### src/rtl/softmax_seq_if.sv
`default_nettype none
// ============================================================================
// Module   : softmax_seq_if
// Brief    : Handshake/operand bundle between softmax_seq and its shared units.
// Revision : 1.0
// ============================================================================
interface softmax_seq_if #(
    parameter int DATA_WIDTH = 32
);
    logic                  exp_enable;
    logic [DATA_WIDTH-1:0] exp_x;
    logic [DATA_WIDTH-1:0] exp_result;
    logic                  exp_ack;
    logic                  rec_enable;
    logic [DATA_WIDTH-1:0] rec_number;
    logic [DATA_WIDTH-1:0] rec_out;
    logic                  rec_ack;
    logic [DATA_WIDTH-1:0] add_a;
    logic [DATA_WIDTH-1:0] add_b;
    logic [DATA_WIDTH-1:0] add_sum;
    logic [DATA_WIDTH-1:0] mul_a;
    logic [DATA_WIDTH-1:0] mul_b;
    logic [DATA_WIDTH-1:0] mul_p;

    modport master (
        output exp_enable, exp_x, rec_enable, rec_number, add_a, add_b, mul_a, mul_b,
        input  exp_result, exp_ack, rec_out, rec_ack, add_sum, mul_p
    );

    modport slave (
        input  exp_enable, exp_x, rec_enable, rec_number, add_a, add_b, mul_a, mul_b,
        output exp_result, exp_ack, rec_out, rec_ack, add_sum, mul_p
    );
endinterface
`default_nettype wire

### src/rtl/softmax_seq.sv
`default_nettype none
// ============================================================================
// Module   : softmax_seq
// Brief    : Time-multiplexed softmax sequencer sharing one exp, reciprocal,
//            adder and multiplier unit across INPUT_NUM class scores.
//            Optional request watchdog: define SOFTMAX_TIMEOUT_EN.
// Revision : 1.0
// ============================================================================
module softmax_seq #(
    parameter int DATA_WIDTH = 32,
    parameter int INPUT_NUM  = 10
`ifdef SOFTMAX_TIMEOUT_EN
   ,parameter int TIMEOUT_CYCLES = 255
`endif
) (
    input  logic                            clk,
    input  logic                            reset,
    input  logic                            enable,
    input  logic [DATA_WIDTH*INPUT_NUM-1:0] inputs,
    output logic [DATA_WIDTH*INPUT_NUM-1:0] outputs,
    output logic                            ackSoft,
    output logic                            error,
    softmax_seq_if.master                   bus
);

    localparam int IW = (INPUT_NUM > 1) ? $clog2(INPUT_NUM) : 1;
    localparam logic [IW-1:0] c_LAST_IDX = IW'(INPUT_NUM - 1);

    typedef enum logic [2:0] {
        S_IDLE    = 3'd0,
        S_EXP_REQ = 3'd1,
        S_EXP_GAP = 3'd2,
        S_REC_REQ = 3'd3,
        S_MUL     = 3'd4,
        S_DONE    = 3'd5
    } state_t;

    state_t                r_state;
    logic [IW-1:0]         r_idx;
    logic [DATA_WIDTH-1:0] r_sum;
    logic [DATA_WIDTH-1:0] r_recip;
    logic                  r_ack;
    logic                  r_exp_en;
    logic                  r_rec_en;
    logic [DATA_WIDTH-1:0] r_operand [INPUT_NUM];
    logic [DATA_WIDTH-1:0] r_exp_buf [INPUT_NUM];
    logic [DATA_WIDTH-1:0] r_out     [INPUT_NUM];

`ifdef SOFTMAX_TIMEOUT_EN
    localparam int c_TW = ($clog2(TIMEOUT_CYCLES + 1) > 8) ? $clog2(TIMEOUT_CYCLES + 1) : 8;
    localparam logic [c_TW-1:0] c_TMO_LAST = c_TW'(TIMEOUT_CYCLES - 1);

    logic [c_TW-1:0] r_tmo;
    logic            r_error;
    logic            w_tmo_hit;

    assign w_tmo_hit = (r_tmo == c_TMO_LAST);
    assign error     = r_error;
`else
    assign error = 1'b0;
`endif

    always_ff @(posedge clk or negedge reset) begin
        if (!reset) begin
            r_state  <= S_IDLE;
            r_idx    <= '0;
            r_sum    <= '0;
            r_recip  <= '0;
            r_ack    <= 1'b0;
            r_exp_en <= 1'b0;
            r_rec_en <= 1'b0;
            for (int i = 0; i < INPUT_NUM; i++) begin
                r_operand[i] <= '0;
                r_exp_buf[i] <= '0;
                r_out[i]     <= '0;
            end
`ifdef SOFTMAX_TIMEOUT_EN
            r_tmo   <= '0;
            r_error <= 1'b0;
`endif
        end else if (r_state != S_IDLE && !enable) begin
            // Abort (and the normal DONE exit): already-written outputs are kept
            r_state  <= S_IDLE;
            r_exp_en <= 1'b0;
            r_rec_en <= 1'b0;
            r_ack    <= 1'b0;
        end else begin
            case (r_state)
                S_IDLE: begin
                    r_ack <= 1'b0;
                    if (enable) begin
                        for (int i = 0; i < INPUT_NUM; i++) begin
                            r_operand[i] <= inputs[DATA_WIDTH*i +: DATA_WIDTH];
                        end
                        r_idx    <= '0;
                        r_sum    <= '0;
                        r_exp_en <= 1'b1;
                        r_state  <= S_EXP_REQ;
`ifdef SOFTMAX_TIMEOUT_EN
                        r_tmo   <= '0;
                        r_error <= 1'b0;
`endif
                    end
                end
                S_EXP_REQ: begin
                    if (bus.exp_ack) begin
                        r_exp_buf[r_idx] <= bus.exp_result;
                        r_sum            <= bus.add_sum;
                        r_exp_en         <= 1'b0;
                        r_state          <= S_EXP_GAP;
                    end
`ifdef SOFTMAX_TIMEOUT_EN
                    else if (w_tmo_hit) begin
                        r_exp_en <= 1'b0;
                        r_error  <= 1'b1;
                        r_ack    <= 1'b1;
                        r_state  <= S_DONE;
                    end else begin
                        r_tmo <= r_tmo + c_TW'(1);
                    end
`endif
                end
                S_EXP_GAP: begin
                    // One idle cycle lets the exp unit see a fresh rising request
`ifdef SOFTMAX_TIMEOUT_EN
                    r_tmo <= '0;
`endif
                    if (r_idx == c_LAST_IDX) begin
                        r_rec_en <= 1'b1;
                        r_state  <= S_REC_REQ;
                    end else begin
                        r_idx    <= r_idx + IW'(1);
                        r_exp_en <= 1'b1;
                        r_state  <= S_EXP_REQ;
                    end
                end
                S_REC_REQ: begin
                    if (bus.rec_ack) begin
                        r_recip  <= bus.rec_out;
                        r_idx    <= '0;
                        r_rec_en <= 1'b0;
                        r_state  <= S_MUL;
                    end
`ifdef SOFTMAX_TIMEOUT_EN
                    else if (w_tmo_hit) begin
                        r_rec_en <= 1'b0;
                        r_error  <= 1'b1;
                        r_ack    <= 1'b1;
                        r_state  <= S_DONE;
                    end else begin
                        r_tmo <= r_tmo + c_TW'(1);
                    end
`endif
                end
                S_MUL: begin
                    r_out[r_idx] <= bus.mul_p;
                    if (r_idx == c_LAST_IDX) begin
                        r_ack   <= 1'b1;
                        r_state <= S_DONE;
                    end else begin
                        r_idx <= r_idx + IW'(1);
                    end
                end
                S_DONE: begin
                    r_ack <= 1'b1;
                end
                default: begin
                    r_state <= S_IDLE;
                end
            endcase
        end
    end

    assign bus.exp_enable = r_exp_en;
    assign bus.exp_x      = r_operand[r_idx];
    assign bus.rec_enable = r_rec_en;
    assign bus.rec_number = r_sum;
    assign bus.add_a      = bus.exp_result;
    assign bus.add_b      = r_sum;
    assign bus.mul_a      = r_exp_buf[r_idx];
    assign bus.mul_b      = r_recip;
    assign ackSoft        = r_ack;

    generate
        for (genvar g = 0; g < INPUT_NUM; g++) begin : g_pack
            assign outputs[DATA_WIDTH*g +: DATA_WIDTH] = r_out[g];
        end
    endgenerate

endmodule
`default_nettype wire
### src/flat_wrapper.sv
// flat-port wrapper written by rule: the top's interface ports become plain ports
module softmax_seq_flat 
#(
    parameter int DATA_WIDTH = 32,
    parameter int INPUT_NUM  = 10

)
  (clk, reset, enable, inputs, outputs, ackSoft, error, bus_exp_enable, bus_exp_x, bus_rec_enable, bus_rec_number, bus_add_a, bus_add_b, bus_mul_a, bus_mul_b, bus_exp_result, bus_exp_ack, bus_rec_out, bus_rec_ack, bus_add_sum, bus_mul_p);
  softmax_seq_if #(.DATA_WIDTH(DATA_WIDTH)) bus_i ();
  input  logic clk;
  input  logic reset;
  input  logic enable;
  input  logic [DATA_WIDTH*INPUT_NUM-1:0] inputs;
  output logic [DATA_WIDTH*INPUT_NUM-1:0] outputs;
  output logic ackSoft;
  output logic error;
  output wire logic [$bits(bus_i.exp_enable)-1:0] bus_exp_enable;
  output wire logic [$bits(bus_i.exp_x)-1:0] bus_exp_x;
  output wire logic [$bits(bus_i.rec_enable)-1:0] bus_rec_enable;
  output wire logic [$bits(bus_i.rec_number)-1:0] bus_rec_number;
  output wire logic [$bits(bus_i.add_a)-1:0] bus_add_a;
  output wire logic [$bits(bus_i.add_b)-1:0] bus_add_b;
  output wire logic [$bits(bus_i.mul_a)-1:0] bus_mul_a;
  output wire logic [$bits(bus_i.mul_b)-1:0] bus_mul_b;
  input wire logic [$bits(bus_i.exp_result)-1:0] bus_exp_result;
  input wire logic [$bits(bus_i.exp_ack)-1:0] bus_exp_ack;
  input wire logic [$bits(bus_i.rec_out)-1:0] bus_rec_out;
  input wire logic [$bits(bus_i.rec_ack)-1:0] bus_rec_ack;
  input wire logic [$bits(bus_i.add_sum)-1:0] bus_add_sum;
  input wire logic [$bits(bus_i.mul_p)-1:0] bus_mul_p;
  assign bus_exp_enable = bus_i.exp_enable;
  assign bus_exp_x = bus_i.exp_x;
  assign bus_rec_enable = bus_i.rec_enable;
  assign bus_rec_number = bus_i.rec_number;
  assign bus_add_a = bus_i.add_a;
  assign bus_add_b = bus_i.add_b;
  assign bus_mul_a = bus_i.mul_a;
  assign bus_mul_b = bus_i.mul_b;
  assign bus_i.exp_result = bus_exp_result;
  assign bus_i.exp_ack = bus_exp_ack;
  assign bus_i.rec_out = bus_rec_out;
  assign bus_i.rec_ack = bus_rec_ack;
  assign bus_i.add_sum = bus_add_sum;
  assign bus_i.mul_p = bus_mul_p;
  softmax_seq #(.DATA_WIDTH(DATA_WIDTH), .INPUT_NUM(INPUT_NUM)) u_core (.clk(clk), .reset(reset), .enable(enable), .inputs(inputs), .outputs(outputs), .ackSoft(ackSoft), .error(error), .bus(bus_i));
endmodule
### config.mk
export PLATFORM = sky130hd
export DESIGN_NAME = softmax_seq_flat
export DESIGN_NICKNAME = d
export VERILOG_FILES = /design/src/rtl/softmax_seq_if.sv /design/src/rtl/softmax_seq.sv /design/src/flat_wrapper.sv
export SDC_FILE = /design/constraint.sdc
export NUM_CORES = 1
export LEC_CHECK = 0
export CAP_MARGIN = 0
export CORE_AREA = 2 2 377 379
export DETAILED_ROUTE_END_ITERATION = 12
export DIE_AREA = 0 0 379 381
export PLACE_DENSITY = 0.65
export SLEW_MARGIN = 25
export SYNTH_ARGS = -nofsm -noshare
export SYNTH_HDL_FRONTEND = slang
export SYNTH_SLANG_ARGS = --single-unit
### constraint.sdc
create_clock -name clk -period 3.28 [get_ports clk]
set_input_delay 0.82 -clock clk [delete_from_list [all_inputs] [get_ports clk]]
set_output_delay 0.82 -clock clk [all_outputs]
set_load 0.005 [all_outputs]
[Word-level counts from Yosys, hierarchy flattened]
Index checks and enable logic that the tools add are counted.
Storage, ports and cells
  input port bits: 453
  ROM bits: 0
  memory bits (writable): 0
  flip-flop bits (word level): 1034
  output and inout port bits: 516
  memories: 0
  bits in latches: 0
  word-level logic and storage cells: 115
Cells by class
  magnitude comparators: 2
  divide/modulo/power cells: 0
  reductions and logical operators: 21
  $add $sub $neg: 1
  muxes and demuxes: 35
  bitwise gates (word level): 2
  multipliers: 0
  equality and inequality tests: 17
  shift operators: 0
Operator list (count)
  $bwmux W320: 2
  $bmux W32 S4: 2
  $mux W32: 7
  $demux W32 S4: 1
  $pmux W32 S2: 1
  $pmux W3 S6: 1
  $mux W3: 5
  $mux W4: 3
  $ne A3 B2 Y1 const B: 4
  $pmux W4 S3: 1
  $reduce_and A3 Y1: 4
  $reduce_and A5 Y1: 2
  $reduce_bool A3 Y1: 3
  $mux W1: 8
  $ne A2 B2 Y1 const B: 4
  $reduce_and A4 Y1: 2
  $reduce_bool A4 Y1: 2
  $eq A3 B2 Y1 const B: 2
  $eq A3 B3 Y1 const B: 2
  $ne A3 B1 Y1 const B: 2
  $pmux W1 S3: 2
  $ge A5 B5 Y1 const B: 1
  $lt A5 B1 Y1 const B: 1
  $not A4 Y5: 1
  other kinds (13): 15

[Depth between registers and ports, before layout]
  depth after elaboration: 6
  gate-level depth with buffers: 9
  mapped depth without buffers: 6

[Worst setup path before layout]
OpenSTA, ideal clock, no wires.
  path kind: register -> output
  start: register u_core.r_idx[0]
  end: output bus_exp_x[10]
  path slack: 0.548 ns
  data arrival time: 1.912 ns
  required time: 2.460 ns
  path buffers: 3
  stages on the path, launching flop included: 7
  cells stage by stage: dfrtp_1 > clkbuf_1 > clkbuf_1 > buf_2 > mux4_2 > a22oi_1 > o21ai_0
Between the ends
  longest elaborated chain between the ends: 4
RTL lines
  start, declared: line softmax_seq.sv:39  | logic [IW-1:0] r_idx;
  start signal, assigned: line softmax_seq.sv:132  | r_idx <= r_idx + IW'(1);
  start signal, assigned: line softmax_seq.sv:161  | r_idx <= r_idx + IW'(1);
  $not A4 Y5 (implied by the code): line softmax_seq.sv:175  | assign bus.exp_x = r_operand[r_idx];
  $bmux W32 S4: line softmax_seq.sv:175
  $mux W32 (implied by the code) (2 in series): line softmax_seq.sv:175
  end, declared: line flat_wrapper.sv:18  | output wire logic [$bits(bus_i.exp_x)-1:0] bus_exp_x;
No other way between the ends. The select of a mux whose other input is x is not followed.

[Worst setup path in the final report]
  start: register u_core.r_idx[0]
  end: output bus_exp_x[18]
Same word-level chain as after synthesis.

==> results.toml <==
[clocking]
cts.clk_slew.worst_paths_ns = 0.06
cts.sinks = 1034
cts_tree = "built"
h-tree-depth = 3
cts_made_buffers = 113
clk_latency_ns = 0.72
clockRootBuffer = "clkbuf_16"
cts.path.max_buffers = 3

[sta]
rsz0062_at_grt = "true"
fin_skew_ns = 0.0334
finalWorstSetupSlack_ns = -0.348
period_needed_ns = 3.63
maxSlewHeadroom_pct = 42.2
max_freq_ghz = 0.276
tightest_slew_ns = 0.865
fin_crit_sh_pct = 111
drv_slew = 0
hold_violations = 0
setup_viol = 63

[synthesis]
synth_top_area_share_pct = 58.3
synthTopCellsByCount = "nand2_1, dfrtp_1, mux2_2, mux4_2, buf_1"
synthesis.nets = 4047
synth_most_common_cell = "nand2_1"
synth_cells = 3590
synthesis.area_um2 = 44400
syn_avg_cell_area_um2 = 12.4
synth_ff_type = "dfrtp_1"
yosys_warnings = 0
synth_area_leaders = "dfrtp_1, mux2_2, nand2_1"
synth_edf_count = 0
yosys.cell_types.count = 43
yosys.area.top_type = "dfrtp_1"
ys_ff_latch = 1034
ys_seq_area_share_pct = 58.3
async_reset_ff_share_pct = 100

[floorplan]
ios = 969
start_util_pct = 31.6
die_x_um = 379
dieArea_um2 = 144000
die_y_um = 381
rows = 138
core-area_um2 = 141000

[setup_path]
critPathLaunch = "u_core.r_idx[0]$_DFFE_PN0P_"
endpoint_kind = "output port"
worstSetupPathType = "reg2out"
arrival_ns = 2.81
path_max_fanout = 7
startpoint_type = "flop"
r2r_setup_slack_ns = 0.57
cp.required_ns = 2.46
reg2reg_from = "u_core.r_idx[0]$_DFFE_PN0P_"

[finish]
nets = 5035
final_util_pct = 44.1
multiInputGateArea_um2 = 17300
seq_area_um2 = 25900
final_cell_count_no_fill = 6563
synthToLayoutAreaGrowth_pct = 39.6
drive_above_1_share_pct = 31.4
fillCellCount = 13000

[routing]
wl_per_cell_um = 23.6
drt-total-wl_mm = 155
final_antenna_net_count = 0
vias_per_cell = 4.88
first_pass_iters = 5
vias = 32000
drc = 0
drt_iter0_drc = 1923

[grt]
track_usage_pct = 21.0
grt_pass1_wl_mm = 224
first_global_vias = 33100
antenna_found_initial = 13
overflow = 0
grt_max_degree = 107

[run_status]
violations = "setup timing"
status = "complete, but fails checks"

[placement]
hpwl_mm = 106
portBuffers = 967
gp_congestion = 0.912
dp_cells = 6268

[power_and_ir_drop]
p_leak_nw = 29.5
power_per_cell_area_nw_per_um2 = 752
ir_worst_vdd_v = 0.000522

[run]
drv_cap = 0

[hold_path]
holdCritPathClass = "in2async"
-- timing repair --
action                     4_1_cts  5_1_grt
hold buffers                     0        0
setup endpoints to repair       64       64
pin swaps                       76       39
gates cloned                     9        0
resized for setup              439       72
buffers inserted                62       32
-- layout by cell type (no fill, tap or decap), types with 4 or more instances in the layout --
| cell type | netlist | layout |
|---|---|---|
| nand2_1 | 1107 | 1079 |
| dfrtp_1 | 1034 | 1031 |
| clkdlybuf4s50_1 | 0 | 902 |
| mux2_2 | 715 | 712 |
| buf_4 | 65 | 129 |
| mux4_2 | 128 | 128 |
| clkbuf_16 | 0 | 114 |
| buf_12 | 0 | 70 |
| buf_2 | 85 | 54 |
| a22oi_2 | 0 | 51 |
| buf_6 | 1 | 42 |
| nand3_1 | 37 | 33 |
| clkbuf_8 | 0 | 29 |
| nand2_2 | 0 | 28 |
| o21ai_2 | 0 | 27 |
| clkbuf_1 | 90 | 26 |
| mux2_1 | 23 | 23 |
| o21ai_1 | 0 | 21 |
| o21ai_0 | 69 | 18 |
| a22oi_1 | 64 | 13 |
| clkinv_2 | 0 | 12 |
| buf_8 | 0 | 11 |
| nor2_1 | 11 | 10 |
| nand3_2 | 3 | 7 |
| bufinv_16 | 0 | 7 |
| a21oi_1 | 6 | 6 |
| buf_16 | 0 | 6 |
| diode_2 | 0 | 5 |
| clkinvlp_4 | 0 | 5 |
| inv_6 | 0 | 5 |
| nand2b_1 | 4 | 4 |
| ha_1 | 4 | 4 |
-- final cells by class --
cell class / instances / area share, %
clock buffer: 169 / 5.41
inverter: 4 / 0.0283
timing repair buffer: 1219 / 20.2
clock inverter: 36 / 0.777
multi-input combinational: 2206 / 28.0
antenna: 5 / 0.0202
tap: 1890 / 3.82
sequential: 1034 / 41.8
-- per-layer routing --
| metal | GRT usage, % | vias to the layer above | part of all wire (%) |
|---|---|---|---|
| met2 | 35.3 | 1087 | 49 |
| met5 | 0 | - | 0.047 |
| met4 | 7.87 | 12 | 3.6 |
| met1 | 26.3 | 16500 | 41 |
| li1 | - | 14100 | - |
| met3 | 4.63 | 258 | 6.4 |
-- flip-flops by register name (all words and copies together) (netlist names) --
name / count
u_core.ackSoft: 1
u_core.bus.add_b: 32
u_core.bus.exp_enable: 1
u_core.bus.mul_b: 32
u_core.bus.rec_enable: 1
u_core.outputs: 320
u_core.r_exp_buf: 320
u_core.r_idx: 4
u_core.r_operand: 320
u_core.r_state: 3
-- cells by family (layout without fill, tap and decap cells) --
family,after synthesis,count (layout),synth area share [%]
simple gates,1188,1188,10.5
flops,1034,1034,58.3
mux,867,867,25.2
buf+inv,350,1428,3.77
compound gates,146,146,2.06
fa+ha+maj,4,4,0.113
other cells,1,6,0.00845
-- worst paths after layout --
check	depth (start not counted)	end
setup reg to reg	8	u_core.r_idx[0]$_DFFE_PN0P_
hold / removal	1	u_core.bus.mul_b[23]$_DFFE_PN0P_
setup / recovery	9	bus_exp_x[18]
hold reg to reg	2	u_core.r_operand[130]$_DFFE_PN0P_
min in group clk	2	u_core.r_operand[130]$_DFFE_PN0P_
max in group asynchronous	2	u_core.outputs[300]$_DFFE_PN0P_
-- power breakdown --
group / internal, W / leakage (nW) / switching [W] / total (W)
Combinational: 0.00866 / 13.9 / 0.00704 / 0.0157
Sequential: 0.0158 / 13.7 / 0.00199 / 0.0178
Clock: 0.00762 / 1.87 / 0.00547 / 0.0131
Total: 0.0321 / 29.5 / 0.0145 / 0.0466
-- through the flow --
stage | setup WS [ns] | TNS [ns] | cell area (µm²) | power, W | hold WS, ns
3_5_place_dp | -0.0541 | -0.140 | 56800 | 0.0322 | 0.457
5_1_grt | -0.491 | -21.04 | 62000 | 0.0491 | 0.0816
4_1_cts | -0.461 | -19.62 | 61700 | 0.0468 | 0.0562
6_report | -0.348 | -13.02 | 62000 | 0.0466 | 0.109
3_3_place_gp | -0.0116 | -0.0132 | 56800 | 0.0319 | 0.452
2_1_floorplan | 0.548 | 0 | 44400 | 0.0250 | 0.440
-- critical path, cell delays in order (launching register included) --
cell,delay (ns)
dfrtp_4,0.50
buf_12,0.16
buf_12,0.15
buf_6,0.12
buf_6,0.11
mux4_2,0.41
a22oi_2,0.21
o21ai_1,0.10
buf_4,0.18
buf_6,0.12
Power figures use the tool's default switching activity.
